### src/rtl/rv_mem_stage_if.sv
// Pipeline and data-bus signal bundle for rv_mem_stage.
// The stage uses the slave modport; the driving environment uses the master modport.
interface rv_mem_stage_if #(
  parameter int XLEN = 32
) ();
  localparam int SEL_W = XLEN / 8;

  logic             i_valid;
  logic             o_ready;
  logic [XLEN-1:0]  i_alu_result;
  logic             i_reg_write;
  logic             i_mem_read;
  logic             i_mem_write;
  logic [4:0]       i_rd;
  logic [1:0]       i_res_src;
  logic [2:0]       i_funct3;
  logic [XLEN-1:0]  i_rs2_val;

  logic             o_valid;
  logic             i_ready;
  logic [XLEN-1:0]  o_alu_result;
  logic             o_reg_write;
  logic [4:0]       o_rd;
  logic [1:0]       o_res_src;
  logic [2:0]       o_funct3;
  logic [XLEN-1:0]  o_rdata;
  logic             o_fault;

  logic             o_bus_req;
  logic             o_bus_we;
  logic [XLEN-1:0]  o_bus_addr;
  logic [SEL_W-1:0] o_bus_sel;
  logic [XLEN-1:0]  o_bus_wdata;
  logic             i_bus_ack;
  logic [XLEN-1:0]  i_bus_rdata;

  modport master (
    output i_valid, i_alu_result, i_reg_write, i_mem_read, i_mem_write,
           i_rd, i_res_src, i_funct3, i_rs2_val, i_ready, i_bus_ack, i_bus_rdata,
    input  o_ready, o_valid, o_alu_result, o_reg_write, o_rd, o_res_src,
           o_funct3, o_rdata, o_fault, o_bus_req, o_bus_we, o_bus_addr,
           o_bus_sel, o_bus_wdata
  );

  modport slave (
    input  i_valid, i_alu_result, i_reg_write, i_mem_read, i_mem_write,
           i_rd, i_res_src, i_funct3, i_rs2_val, i_ready, i_bus_ack, i_bus_rdata,
    output o_ready, o_valid, o_alu_result, o_reg_write, o_rd, o_res_src,
           o_funct3, o_rdata, o_fault, o_bus_req, o_bus_we, o_bus_addr,
           o_bus_sel, o_bus_wdata
  );
endinterface

### src/rtl/rv_mem_stage.sv
// RV memory stage: lane select, store replication, fault check, load align/extend; result 1 cycle after accept (mem op: ack + 1).
// Back-pressure: bus fields held until ack, result held while i_ready is low; o_ready low in BUS.
module rv_mem_stage #(
  parameter  int XLEN    = 32,
  localparam int SEL_W   = XLEN / 8,
  localparam int ALIGN_W = $clog2(XLEN / 8)
) (
  input  logic          i_clk,
  input  logic          i_reset,
  rv_mem_stage_if.slave bus
);

  typedef enum logic [1:0] {IDLE, BUS, DONE} state_t;
  state_t state;

  logic               accept;
  logic               is_mem;
  logic               is_store;
  logic               misaligned;
  logic               illegal;
  logic               fault_in;
  logic [1:0]         size_in;
  logic [ALIGN_W-1:0] lane_in;
  logic [SEL_W-1:0]   sel_in;
  logic [XLEN-1:0]    wdata_in;

  logic [ALIGN_W-1:0] lane_q;
  logic [XLEN-1:0]    shifted;
  logic [XLEN-1:0]    mask;
  logic               sgn;
  logic [XLEN-1:0]    load_val;

  assign bus.o_ready = (state == IDLE) || ((state == DONE) && bus.i_ready);
  assign accept      = bus.i_valid && bus.o_ready;

  assign size_in  = bus.i_funct3[1:0];
  assign lane_in  = bus.i_alu_result[ALIGN_W-1:0];
  assign is_mem   = bus.i_mem_read || bus.i_mem_write;
  assign is_store = bus.i_mem_write;
  assign illegal  = (XLEN == 32) && (size_in == 2'b11);
  assign fault_in = is_mem && (misaligned || illegal);

  always_comb begin
    misaligned = 1'b0;
    sel_in     = '1;
    wdata_in   = bus.i_rs2_val;
    case (size_in)
      2'b00: begin
        sel_in   = SEL_W'(1) << lane_in;
        wdata_in = {SEL_W{bus.i_rs2_val[7:0]}};
      end
      2'b01: begin
        misaligned = bus.i_alu_result[0];
        sel_in     = SEL_W'(3) << lane_in;
        wdata_in   = {(SEL_W/2){bus.i_rs2_val[15:0]}};
      end
      2'b10: begin
        misaligned = |bus.i_alu_result[1:0];
        sel_in     = SEL_W'(15) << lane_in;
        wdata_in   = {(SEL_W/4){bus.i_rs2_val[31:0]}};
      end
      default: begin
        misaligned = |bus.i_alu_result[2:0];
      end
    endcase
  end

  // Load path works off the registered address, since the bus address has its low bits cleared.
  assign lane_q  = bus.o_alu_result[ALIGN_W-1:0];
  assign shifted = bus.i_bus_rdata >> {lane_q, 3'b000};

  always_comb begin
    mask = '0;
    sgn  = 1'b0;
    case (bus.o_funct3[1:0])
      2'b00: begin
        mask[7:0] = '1;
        sgn       = shifted[7];
      end
      2'b01: begin
        mask[15:0] = '1;
        sgn        = shifted[15];
      end
      2'b10: begin
        mask[31:0] = '1;
        sgn        = shifted[31];
      end
      default: begin
        mask = '1;
      end
    endcase
  end

  assign load_val = (shifted & mask) | ((sgn && !bus.o_funct3[2]) ? ~mask : '0);

  always_ff @(posedge i_clk or posedge i_reset) begin
    if (i_reset) begin
      state            <= IDLE;
      bus.o_valid      <= 1'b0;
      bus.o_alu_result <= '0;
      bus.o_reg_write  <= 1'b0;
      bus.o_rd         <= '0;
      bus.o_res_src    <= '0;
      bus.o_funct3     <= '0;
      bus.o_rdata      <= '0;
      bus.o_fault      <= 1'b0;
      bus.o_bus_req    <= 1'b0;
      bus.o_bus_we     <= 1'b0;
      bus.o_bus_addr   <= '0;
      bus.o_bus_sel    <= '0;
      bus.o_bus_wdata  <= '0;
    end else if (accept) begin
      bus.o_alu_result <= bus.i_alu_result;
      bus.o_reg_write  <= bus.i_reg_write && !fault_in;
      bus.o_rd         <= bus.i_rd;
      bus.o_res_src    <= bus.i_res_src;
      bus.o_funct3     <= bus.i_funct3;
      bus.o_rdata      <= '0;
      bus.o_fault      <= fault_in;
      bus.o_bus_addr   <= {bus.i_alu_result[XLEN-1:ALIGN_W], {ALIGN_W{1'b0}}};
      bus.o_bus_sel    <= sel_in;
      bus.o_bus_wdata  <= wdata_in;
      if (is_mem && !fault_in) begin
        state         <= BUS;
        bus.o_valid   <= 1'b0;
        bus.o_bus_req <= 1'b1;
        bus.o_bus_we  <= is_store;
      end else begin
        state         <= DONE;
        bus.o_valid   <= 1'b1;
        bus.o_bus_req <= 1'b0;
        bus.o_bus_we  <= 1'b0;
      end
    end else begin
      case (state)
        BUS: begin
          if (bus.i_bus_ack) begin
            state         <= DONE;
            bus.o_valid   <= 1'b1;
            bus.o_bus_req <= 1'b0;
            bus.o_bus_we  <= 1'b0;
            if (!bus.o_bus_we) begin
              bus.o_rdata <= load_val;
            end
          end
        end
        DONE: begin
          if (bus.i_ready) begin
            state       <= IDLE;
            bus.o_valid <= 1'b0;
          end
        end
        default: begin
        end
      endcase
    end
  end

endmodule
### src/flat_wrapper.sv
// flat-port wrapper written by rule: the top's interface ports become plain ports
module rv_mem_stage_flat 
#(
  parameter  int XLEN    = 32,
  localparam int SEL_W   = XLEN / 8,
  localparam int ALIGN_W = $clog2(XLEN / 8)
)
  (i_clk, i_reset, bus_i_valid, bus_i_alu_result, bus_i_reg_write, bus_i_mem_read, bus_i_mem_write, bus_i_rd, bus_i_res_src, bus_i_funct3, bus_i_rs2_val, bus_i_ready, bus_i_bus_ack, bus_i_bus_rdata, bus_o_ready, bus_o_valid, bus_o_alu_result, bus_o_reg_write, bus_o_rd, bus_o_res_src, bus_o_funct3, bus_o_rdata, bus_o_fault, bus_o_bus_req, bus_o_bus_we, bus_o_bus_addr, bus_o_bus_sel, bus_o_bus_wdata);
  rv_mem_stage_if #(.XLEN(XLEN)) bus_i ();
  input  logic i_clk;
  input  logic i_reset;
  input wire logic [$bits(bus_i.i_valid)-1:0] bus_i_valid;
  input wire logic [$bits(bus_i.i_alu_result)-1:0] bus_i_alu_result;
  input wire logic [$bits(bus_i.i_reg_write)-1:0] bus_i_reg_write;
  input wire logic [$bits(bus_i.i_mem_read)-1:0] bus_i_mem_read;
  input wire logic [$bits(bus_i.i_mem_write)-1:0] bus_i_mem_write;
  input wire logic [$bits(bus_i.i_rd)-1:0] bus_i_rd;
  input wire logic [$bits(bus_i.i_res_src)-1:0] bus_i_res_src;
  input wire logic [$bits(bus_i.i_funct3)-1:0] bus_i_funct3;
  input wire logic [$bits(bus_i.i_rs2_val)-1:0] bus_i_rs2_val;
  input wire logic [$bits(bus_i.i_ready)-1:0] bus_i_ready;
  input wire logic [$bits(bus_i.i_bus_ack)-1:0] bus_i_bus_ack;
  input wire logic [$bits(bus_i.i_bus_rdata)-1:0] bus_i_bus_rdata;
  output wire logic [$bits(bus_i.o_ready)-1:0] bus_o_ready;
  output wire logic [$bits(bus_i.o_valid)-1:0] bus_o_valid;
  output wire logic [$bits(bus_i.o_alu_result)-1:0] bus_o_alu_result;
  output wire logic [$bits(bus_i.o_reg_write)-1:0] bus_o_reg_write;
  output wire logic [$bits(bus_i.o_rd)-1:0] bus_o_rd;
  output wire logic [$bits(bus_i.o_res_src)-1:0] bus_o_res_src;
  output wire logic [$bits(bus_i.o_funct3)-1:0] bus_o_funct3;
  output wire logic [$bits(bus_i.o_rdata)-1:0] bus_o_rdata;
  output wire logic [$bits(bus_i.o_fault)-1:0] bus_o_fault;
  output wire logic [$bits(bus_i.o_bus_req)-1:0] bus_o_bus_req;
  output wire logic [$bits(bus_i.o_bus_we)-1:0] bus_o_bus_we;
  output wire logic [$bits(bus_i.o_bus_addr)-1:0] bus_o_bus_addr;
  output wire logic [$bits(bus_i.o_bus_sel)-1:0] bus_o_bus_sel;
  output wire logic [$bits(bus_i.o_bus_wdata)-1:0] bus_o_bus_wdata;
  assign bus_i.i_valid = bus_i_valid;
  assign bus_i.i_alu_result = bus_i_alu_result;
  assign bus_i.i_reg_write = bus_i_reg_write;
  assign bus_i.i_mem_read = bus_i_mem_read;
  assign bus_i.i_mem_write = bus_i_mem_write;
  assign bus_i.i_rd = bus_i_rd;
  assign bus_i.i_res_src = bus_i_res_src;
  assign bus_i.i_funct3 = bus_i_funct3;
  assign bus_i.i_rs2_val = bus_i_rs2_val;
  assign bus_i.i_ready = bus_i_ready;
  assign bus_i.i_bus_ack = bus_i_bus_ack;
  assign bus_i.i_bus_rdata = bus_i_bus_rdata;
  assign bus_o_ready = bus_i.o_ready;
  assign bus_o_valid = bus_i.o_valid;
  assign bus_o_alu_result = bus_i.o_alu_result;
  assign bus_o_reg_write = bus_i.o_reg_write;
  assign bus_o_rd = bus_i.o_rd;
  assign bus_o_res_src = bus_i.o_res_src;
  assign bus_o_funct3 = bus_i.o_funct3;
  assign bus_o_rdata = bus_i.o_rdata;
  assign bus_o_fault = bus_i.o_fault;
  assign bus_o_bus_req = bus_i.o_bus_req;
  assign bus_o_bus_we = bus_i.o_bus_we;
  assign bus_o_bus_addr = bus_i.o_bus_addr;
  assign bus_o_bus_sel = bus_i.o_bus_sel;
  assign bus_o_bus_wdata = bus_i.o_bus_wdata;
  rv_mem_stage #(.XLEN(XLEN)) u_core (.i_clk(i_clk), .i_reset(i_reset), .bus(bus_i));
endmodule
### config.mk
export PLATFORM = sky130hd
export DESIGN_NAME = rv_mem_stage_flat
export DESIGN_NICKNAME = d
export VERILOG_FILES = /design/src/rtl/rv_mem_stage_if.sv /design/src/rtl/rv_mem_stage.sv /design/src/flat_wrapper.sv
export SDC_FILE = /design/constraint.sdc
export NUM_CORES = 1
export LEC_CHECK = 0
export BUFFER_PORTS_ARGS = -buffer_cell sky130_fd_sc_hd__buf_4
export CORE_ASPECT_RATIO = 0.7
export CORE_UTILIZATION = 47
export CTS_CLUSTER_DIAMETER = 60
export DETAILED_ROUTE_END_ITERATION = 12
export GPL_ROUTABILITY_DRIVEN = 0
export GPL_TIMING_DRIVEN = 0
export PLACE_DENSITY = 0.81
export SYNTH_ARGS = -nofsm -noshare
export SYNTH_HDL_FRONTEND = slang
export SYNTH_SLANG_ARGS = --single-unit
### constraint.sdc
create_clock -name i_clk -period 4.1 [get_ports i_clk]
set_input_delay 0.41 -clock i_clk [delete_from_list [all_inputs] [get_ports i_clk]]
set_output_delay 0.41 -clock i_clk [all_outputs]
set_load 0.01 [all_outputs]
Word-level counts from Yosys, hierarchy flattened
Cells that the tools add are included.
{ "op_classes": {"n_eq_ne": 10, "shifts": 4, "n_mux": 27, "bitwise": 3, "n_reduce_logical": 23} }
{ "op_table": {"columns": ["operator", "n"], "rows": [
  ["two-way mux 32 bit", 5],
  ["one-hot mux 32 bit (2 select lines)", 1],
  ["AND 32 bit", 1],
  ["NOT 32 bit", 1],
  ["OR 32 bit", 1],
  ["right shift 32 x 5 -> 32 bit", 1],
  ["two-way mux 16 bit", 1],
  ["one-hot mux 4 bit (3 select lines)", 1],
  ["two-way mux 1 bit", 10],
  ["equality test 2 bit, second input constant", 4],
  ["two-way mux 2 bit", 4],
  ["two-way mux 8 bit", 1],
  ["equality test 2 x 1 -> 1 bit, second input constant", 3],
  ["logical AND 1 bit", 6],
  ["logical NOT 2 bit", 3],
  ["inequality test 3 x 2 -> 1 bit, second input constant", 2],
  ["one-hot mux 1 bit (3 select lines)", 2],
  ["AND reduction 3 bit", 2],
  ["one-hot mux 2 bit (2 select lines)", 1],
  ["nonzero test 2 bit", 2],
  ["OR reduction 2 bit", 2],
  ["<< shifter 1 x 2 -> 4 bit, first input constant", 1],
  ["<< shifter 2 x 2 -> 4 bit, first input constant", 1],
  ["<< shifter 4 x 2 -> 4 bit, first input constant", 1],
  ["7 further kinds", 10]
]} }
{ "totals": {"regBits": 147, "word_cells": 81} }

Longest topological paths before layout
Gate-level depths: netlist of the first run.
{ "logic_depth": {"word_depth": 10, "mapped_depth": 9, "depth_no_buf": 6} }

Worst setup path before layout of the first run
OpenSTA, ideal clock, no wires.
{ "synth_timing": {"path_kind": "register to register", "startpoint": "reg u_core.bus.o_valid (netlist name)", "endpoint": "reg u_core.bus.o_rdata[16] (netlist name)", "setup_time_ps": 65, "arrival_time_ps": 1852, "t_required_ps": 4035, "setup_slack_ps": 2183, "path_stages_with_launch": 8, "path_buffers": 2, "synth_period_minus_slack_ps": 1917, "path_cell_list": "dfrtp_1 > ha_1 > a21o_4 > and2_4 > buf_6 > nor4_4 > buf_6 > a221o_2"} }
{ "synth_rtl": {"columns": ["element", "line_no", "rtl"], "rows": [
  ["to (signal assigned)", "rv_mem_stage.sv:143", "bus.o_rdata <= load_val;"],
  ["to (decl)", "rv_mem_stage_if.sv:49", "o_funct3, o_rdata, o_fault, o_bus_req, o_bus_we, o_bus_addr,"]
]} }

Worst setup path in the final report of the first run
{ "layout_timing": {"startpoint": "reg u_core.state[0]", "endpoint": "reg u_core.bus.o_rdata[30] (netlist name)"} }
{ "layout_between": {"elab_chain_cells": 6} }
{ "layout_rtl": {"columns": ["element", "line_no", "rtl"], "rows": [
  ["from (decl)", "rv_mem_stage.sv:14", "state_t state;"],
  ["from (signal assigned)", "rv_mem_stage.sv:98", "state <= IDLE;"],
  ["from (signal assigned)", "rv_mem_stage.sv:124", "state <= BUS;"],
  ["from (signal assigned)", "rv_mem_stage.sv:129", "state <= DONE;"],
  ["equality test 2 bit", "rv_mem_stage.sv:33", "assign bus.o_ready = (state == IDLE) || ((state == DONE) && bus.i_ready);"],
  ["logical AND 1 bit", "rv_mem_stage.sv:33", null],
  ["logical OR 1 bit", "rv_mem_stage.sv:33", null],
  ["logical AND 1 bit", "rv_mem_stage.sv:34", "assign accept = bus.i_valid && bus.o_ready;"],
  ["inequality test 2 bit (no line) or nonzero test 2 bit (tied branches)", null, null],
  ["AND reduction 3 bit (no line)", null, null]
]} }
Parallel ways exist; a longest one is shown, timed or not.
A chain may end at the register's enable or synchronous reset.

==> load_flow_metrics.sql, run 1 <==
INSERT INTO impl_metrics (metric_group, metric, value, unit) VALUES
('die', 'rows', '33', ''),
('yosys', 'synth_cell_types', '45', ''),
('sta', 'setup-violations-final', '0', ''),
('global_routing', 'wire_length_of_the_first_global_routing_pass', '28300', 'um'),
('yosys', 'syn_area_per_cell', '9.57', 'sq um'),
('clocking', 'tritoncts.num_buffers', '17', ''),
('critical_path', 'worstSetupEndpointType', 'flop', ''),
('critical_path', 'crit_type', 'reg2reg', ''),
('yosys', 'syn-cell-area', '5630', 'sq um'),
('critical_path', 'critPathSlowestCell', 'a2111oi_4', ''),
('pwr', 'pwr_density_cell', '789', 'nW/um^2'),
('sta', 'report.final.slew_viol_count', '0', ''),
('place', 'placedInstanceArea', '7800', 'sq um'),
('drt', 'avg_vias_per_cell', '5.29', ''),
('clocking', 'root_buffer', 'clkbuf_16', ''),
('worst_hold_path', 'holdCritPathClass', 'in2async', ''),
('die', 'die_width', '133', 'um'),
('pwr', 'power.ir.vdd_worst', '0.473', 'mV'),
('place', 'dp.final_hpwl', '14000', 'um'),
('clocking', 'cts_hold_repair.buffers', '0', ''),
('flow_run', 'timing.max_cap.violations', '0', ''),
('clocking', 'insertion_delay', '0.40', 'ns'),
('critical_path', 'worst_ep_arrival_time', '2.59', 'ns'),
('clocking', 'clk_transition_reported_paths', '0.06', 'ns'),
('yosys', 'postSynth.asyncResetShare', '100', '%'),
('yosys', 'synthesis.instances', '588', ''),
('yosys', 'ys_seq_area_share', '51.6', '%'),
('pwr', 'power_leakage', '4.36', 'nW'),
('drt', 'drt_pass1_iterations', '5', ''),
('critical_path', 'cp.buffers_inverters', '2', ''),
('place', 'placement.io_buffers', '258', ''),
('critical_path', 'setup.reg_to_reg.worst_slack', '1.86', 'ns'),
('cells_and_area', 'antenna_cells_inserted', '0', ''),
('yosys', 'ys.flop_type', 'dfrtp_1', ''),
('drt', 'drtIter0Drc', '316', ''),
('yosys', 'yosys_warnings', '0', ''),
('drt', 'route.vias.total', '5484', ''),
('clocking', 'cts.repair_timing.setup_buffer_count', '0', ''),
('critical_path', 'r2r-start', 'u_core.state[0]', ''),
('clocking', 'cts-htree-levels', '4', ''),
('run_status', 'status', 'finished, final reports clean', ''),
('global_routing', 'grt.total_usage', '29.8', '%'),
('cells_and_area', 'syn_to_final_growth', '48.9', '%'),
('clocking', 'post_cts_resized', '0', ''),
('sta', 'setup_slack', '1.86', 'ns'),
('sta', 'grt_setup_unrepaired', 'false', ''),
('drt', 'antenna_violating_nets_post_route', '0', ''),
('global_routing', 'grt_start_max_net_pins', '73', ''),
('yosys', 'synth_edf_count', '0', ''),
('sta', 'slew_headroom', '48.7', '%'),
('die', 'fp.coreArea', '11700', 'sq um'),
('sta', 'period_share', '54.7', '%'),
('die', 'ios', '262', ''),
('die', 'floorplan.die.height', '93.6', 'um'),
('critical_path', 'highest_cell_delay_on_the_worst_timing_path', '0.73', 'ns'),
('critical_path', 'crit_fanout', '9', ''),
('cells_and_area', 'nNetsFinal', '989', ''),
('global_routing', 'grt_pass1_vias', '5343', ''),
('sta', 'timing.setup.tns', '0', 'ns'),
('global_routing', 'antenna_found_initial', '0', ''),
('yosys', 'synth_seq_cells', '116', ''),
('cells_and_area', 'nFillCells', '863', ''),
('clocking', 'clock_tree_buffer_depth', '2', ''),
('place', 'placed_cells', '1005', ''),
('cells_and_area', 'postLayoutCoreUtil', '71.7', '%'),
('cells_and_area', 'multiInputGateArea', '2290', 'sq um'),
('die', 'die_area', '12400', 'sq um'),
('sta', 'max_clock_freq', '445', 'MHz'),
('drt', 'wire_length_reported_by_the_detailed_router', '18300', 'um'),
('drt', 'routed_wire_length_per_instance', '17.6', 'um'),
('sta', 'hold_viol', '0', '');
-- flip-flops by register name (all words and copies together) (netlist names) --
signal	flops
u_core.bus.o_rd	5
u_core.state	1
u_core.bus.o_bus_wdata	32
u_core.bus.o_bus_sel	4
u_core.bus.o_reg_write	1
u_core.bus.o_res_src	2
u_core.bus.o_bus_req	1
u_core.bus.o_fault	1
u_core.bus.o_valid	1
u_core.bus.o_alu_result	31
u_core.bus.o_bus_we	1
u_core.bus.o_rdata	32
u_core.bus.o_funct3	3
u_core.bus.o_bus_addr	1
-- worst max-delay path by stage --
stage                          startpoint                    endpoint  slack [ns]  cells past startpoint
after floorplan                   i_reset  u_core.bus.o_alu_result[0]        0.62                      1
after global placement            i_reset   u_core.bus.o_bus_wdata[1]       -0.65                      2
after detailed placement  bus_i_funct3[0]  u_core.bus.o_bus_wdata[16]        1.89                      8
after CTS                 u_core.state[0]  u_core.bus.o_alu_result[3]        1.89                      9
after global routing      u_core.state[0]   u_core.bus.o_bus_wdata[0]        1.76                      9
final                     u_core.state[0]      u_core.bus.o_rdata[30]        1.86                      7
-- final cells by class --
class | instances | area share (%)
Inverter | 7 | 0.343
Timing Repair Buffer | 259 | 23.4
Clock inverter | 15 | 1.88
Clock buffer | 17 | 5.08
Multi-Input combinational cell | 398 | 27.3
Tap cell | 157 | 2.34
Sequential cell | 116 | 34.6
Buffer | 68 | 4.99
-- cell usage after synthesis, drive strengths merged (2+ instances only) --
master  count  area [sq um]
o211ai      8          60.1
nor2       38           148
a221o      16           173
a22o        8          70.1
buf        53           362
a221oi      8          70.1
o21ai      25           125
a22oi       8          60.1
nand2b      5          31.3
a21o        3          30.0
mux2       17           191
nand2     188           706
dfrtp     116          2900
inv         7          26.3
nor3        3          15.0
clkbuf     15          56.3
nand3b      2          15.0
ha          8           100
mux2i      15           150
a21oi      18          90.1
a31oi       9          56.3
-- logic make-up after synthesis --
kind of cell | after synthesis | synth area share, %
AND/OR/NAND/NOR | 242 | 17.3
flip-flops | 116 | 51.6
AO/OA/AOI/OAI | 113 | 15.2
buffers and inverters | 75 | 7.89
multiplexers | 32 | 6.07
adder cells (fa/ha/maj) | 8 | 1.78
other | 1 | 0.0666
XOR/XNOR | 1 | 0.156
-- through the flow --
stage	power [W]	hold slack, ns
finish	0.00661	0.0747
global placement	0.00502	0.461
floorplan	0.00361	0.476
detailed placement	0.00515	0.468
CTS	0.00662	0.0857
global route	0.00700	0.114
-- placed cells by master, fill, tap and decap left out, types with 8 or more instances in the layout --
master,Yosys,final
a21oi_1,18,18
a221o_2,10,10
a221oi_1,8,8
a22o_1,8,8
a22oi_1,8,8
a31oi_1,9,9
buf_2,13,13
buf_4,33,291
clkbuf_1,15,15
clkbuf_16,0,17
dfrtp_1,116,116
ha_1,8,8
mux2_2,17,17
mux2i_1,15,15
nand2_1,188,188
nor2_1,36,36
o211ai_1,8,8
o21ai_0,25,25
-- power breakdown --
group          switching [W]  internal [W]  leakage (nW)
clock network       0.000558      0.000898         0.276
registers           0.000384       0.00165          1.46
logic                0.00159       0.00154          2.62
total                0.00253       0.00408          4.36
-- metal layers --
layer  vias up  GRT usage, %  part of all wire (%)  wire (um)
li1       2529             -                     -          -
met1      2674          38.6                    42       7680
met2       258          48.2                    48       8810
met3        23          8.73                   8.3       1510
met4         0          9.48                   1.5        274
met5         -             0                     0          0
-- worst register-to-register path: stages (launching register included) --
cell and delay, ns:
dfrtp_1 0.37, inv_1 0.08, ha_1 0.22, a21o_4 0.24, a2111oi_4 0.73, and2b_1 0.21
buf_4 0.17, a221o_1 0.16
Note: power is estimated with default switching activity, not from simulation.
==> run 2, diff against run 1 <==
- CORE_UTILIZATION: 47 -> 43
- PLACE_DENSITY: 0.81 -> 0.78
- clock period: 4.1 -> 1.9 ns (I/O delays scaled with it)
==> run 2 against run 1 <==
Against the previous run: maximum frequency rose by 21%; final cell count rose by 5.5%; routed wire length rose by 4.6%; the flow now finishes with violations (design-rule violations); critical path type unchanged; sequential share of layout area fell by 2.6 points; flip-flop and latch count did not move; highest routed layer unchanged; clock power rose by 140%; via count rose by 2.2%; die area rose by 9.1%; critical path depth rose by 2; core utilization rose by 0.26 points.
==> load_flow_metrics.sql, run 2 (synthesis results as in run 1) <==
INSERT INTO impl_metrics (metric_group, metric, value, unit) VALUES
('run_status', 'status', 'finished with violations', ''),
('run_status', 'failing_checks', 'design-rule violations', ''),
('die', 'ios', '262', ''),
('drt', 'antenna_violating_nets_post_route', '0', ''),
('die', 'die_width', '139', 'um'),
('drt', 'wire_length_reported_by_the_detailed_router', '19100', 'um'),
('place', 'placed_cells', '1012', ''),
('critical_path', 'crit_end', 'u_core.bus.o_rdata[20]', ''),
('drt', 'route.vias.total', '5607', ''),
('critical_path', 'r2r-end', 'u_core.bus.o_rdata[20]', ''),
('clocking', 'root_buffer', 'clkbuf_16', ''),
('global_routing', 'gr-total-overflow', '0', ''),
('place', 'placedInstanceArea', '7840', 'sq um'),
('cells_and_area', 'postLayoutCoreUtil', '72.0', '%'),
('flow_run', 'timing.max_cap.violations', '0', ''),
('sta', 'grt_setup_unrepaired', 'true', ''),
('sta', 'period_minus_slack', '1.86', 'ns'),
('cells_and_area', 'most_common_cell_after_layout_fill_and_taps_aside', 'buf_4', ''),
('pwr', 'fraction_of_power_consumed_by_the_clock_network', '23.0', '%'),
('sta', 'hold_viol', '0', ''),
('die', 'fp.coreArea', '12600', 'sq um'),
('drt', 'drt_pass1_iterations', '10', ''),
('clocking', 'insertion_delay', '0.40', 'ns'),
('cells_and_area', 'post_route_cells_drive_above_1_share', '43.8', '%'),
('pwr', 'power.ir.vdd_worst', '1.02', 'mV'),
('clocking', 'clock_tree_buffer_depth', '2', ''),
('drt', 'avg_vias_per_cell', '5.13', ''),
('critical_path', 'crit_type', 'reg2reg', ''),
('critical_path', 'reg2regPathDepth', '9', ''),
('die', 'die_area', '13600', 'sq um'),
('pwr', 'pwr_density_cell', '1650', 'nW/um^2'),
('sta', 'max_clock_freq', '539', 'MHz'),
('pwr', 'power_leakage', '4.68', 'nW'),
('global_routing', 'grt_pass1_vias', '5635', ''),
('worst_hold_path', 'holdCritPathClass', 'in2reg', ''),
('die', 'rows', '34', ''),
('clocking', 'tritoncts', 'built', ''),
('cells_and_area', 'antenna_cells_inserted', '0', ''),
('critical_path', 'timing.critical_path.from_type', 'flop', ''),
('sta', 'worst_clock_skew', '0.00773', 'ns'),
('clocking', 'clk_transition_reported_paths', '0.05', 'ns'),
('critical_path', 'worst_ep_arrival_time', '2.14', 'ns'),
('cells_and_area', 'final_cell_mix', 'buf_4, nand2_1, dfrtp_1, dlygate4sd3_1, nor2_1', ''),
('clocking', 'tritoncts.num_buffers', '17', ''),
('drt', 'drtIter0Drc', '414', ''),
('drt', 'drc_violation_count_after_routing', '17', ''),
('pwr', 'net-switching-power', '0.00547', 'W'),
('drt', 'routed_wire_length_per_instance', '17.5', 'um'),
('die', 'start_util', '44.7', '%'),
('sta', 'period_share', '97.6', '%'),
('die', 'floorplan.die.height', '97.7', 'um'),
('sta', 'tightestPinTransition', '0.810', 'ns'),
('sta', 'timing.setup.tns', '0', 'ns'),
('cells_and_area', 'syn_to_final_growth', '61.0', '%'),
('place', 'dp.final_hpwl', '13900', 'um'),
('critical_path', 'worstPathRequired', '2.18', 'ns'),
('clocking', 'clock-sinks', '116', ''),
('critical_path', 'r2r-start', 'u_core.bus.o_valid', ''),
('sta', 'slew_headroom', '45.8', '%'),
('global_routing', 'grt.total_usage', '29.0', '%'),
('global_routing', 'wire_length_of_the_first_global_routing_pass', '30400', 'um'),
('cells_and_area', 'post_layout_nonfiller_instances', '1094', ''),
('place', 'placement.io_buffers', '258', ''),
('sta', 'setup-violations-final', '0', ''),
('critical_path', 'crit_fanout', '7', ''),
('critical_path', 'worst_setup_path_startpoint', 'u_core.bus.o_valid', ''),
('global_routing', 'grt_start_max_net_pins', '39', ''),
('cells_and_area', 'reg.largest.list', 'u_core.bus.o_bus_wdata (32), u_core.bus.o_rdata (32), u_core.bus.o_alu_result (31)', ''),
('cells_and_area', 'final_area', '9060', 'sq um'),
('pwr', 'netSwitchingFraction', '36.5', '%'),
('pwr', 'part_of_the_total_power_dissipated_in_sequential_elements', '29.2', '%'),
('sta', 'report.final.slew_viol_count', '0', ''),
('critical_path', 'worstSetupEndpointType', 'flop', ''),
('clocking', 'cts-htree-levels', '4', ''),
('pwr', 'comb_power_share', '47.9', '%'),
('global_routing', 'antenna_found_initial', '0', ''),
('pwr', 'internal_power', '0.00952', 'W'),
('cells_and_area', 'nNetsFinal', '1041', ''),
('critical_path', 'setup.reg_to_reg.worst_slack', '0.04', 'ns'),
('pwr', 'totalPowerFinal', '0.0150', 'W');
-- run 2: cell count changes in the layout (fill, tap and decap cells not counted), sizes merged --
| cell | previous run | this run |
|---|---|---|
| clkinv | 6 | 3 |
| clkbuf | 32 | 41 |
| clkinvlp | 4 | 2 |
| bufinv | 2 | 4 |
| dlygate4sd3 | 0 | 37 |
| inv | 10 | 6 |
| buf | 312 | 325 |
-- run 2: critical path, cell delays in order (launching register included) --
cell and delay (ns):
dfrtp_1 0.43, inv_2 0.08, ha_1 0.16, a21o_4 0.13, and2_4 0.14, buf_6 0.14, nor4_4 0.05, buf_4 0.15
buf_6 0.13, a221o_2 0.30
-- run 2: layer usage --
metal | GRT usage [%] | share of wire (%) | wire length, um | vias up
met3 | 8.62 | 8.5 | 1620 | 36
met4 | 9.83 | 2.3 | 444 | 0
met1 | 38.7 | 43 | 8250 | 2673
li1 | - | - | - | 2640
met5 | 0 | 0 | 0 | -
met2 | 45.5 | 46 | 8820 | 258
-- run 2: worst min path at each step --
stage / start / end / slack [ns] / cells past startpoint
final: bus_i_alu_result[27] / u_core.bus.o_alu_result[27] / 0.006 / 3
after global routing: bus_i_mem_write / u_core.bus.o_bus_we / 0.007 / 2
after CTS: bus_i_alu_result[27] / u_core.bus.o_alu_result[27] / 0.003 / 3
after detailed placement: i_reset / u_core.bus.o_valid / 0.21 / 2
after global placement: bus_i_alu_result[17] / u_core.bus.o_alu_result[17] / 0.38 / 3
after floorplan: bus_i_alu_result[0] / u_core.bus.o_alu_result[0] / 0.30 / 2
-- run 2: power groups by stage --
stage | Sequential [W] | Combinational, W | Clock (W)
6_report | 0.00437 | 0.00717 | 0.00344
5_1_grt | 0.00452 | 0.00777 | 0.00361
4_1_cts | 0.00434 | 0.00693 | 0.00350
3_5_place_dp | 0.00436 | 0.00674 | 0
3_3_place_gp | 0.00433 | 0.00659 | 0
2_1_floorplan | 0.00472 | 0.00308 | 0
-- run 2: area by class of cell --
| class | instances | area [sq um] |
|---|---|---|
| Timing Repair Buffer | 311 | 2470 |
| Multi-Input combinational cell | 398 | 2330 |
| Fill cell | 970 | 3530 |
| Tap cell | 162 | 203 |
| Sequential cell | 116 | 2900 |
| Buffer | 68 | 489 |
| Clock buffer | 24 | 492 |
| Clock inverter | 8 | 146 |
| Inverter | 7 | 30.0 |
-- run 2: timing repair --
action	CTS	global route
setup buffers	7	6
setup endpoints to repair	77	96
hold buffers	37	0
gates cloned	1	0
pin swaps	3	2
resized for setup	16	41
endpoints found under the hold margin	52	0
-- run 2: stage by stage --
| step | hold slack (ns) | worst slack (ns) |
|---|---|---|
| floorplan | 0.295 | 0.0414 |
| global placement | 0.379 | -0.510 |
| detailed placement | 0.213 | -0.241 |
| CTS | 0.00312 | 0.00891 |
| global route | 0.00734 | -0.0596 |
| finish | 0.00592 | 0.0447 |
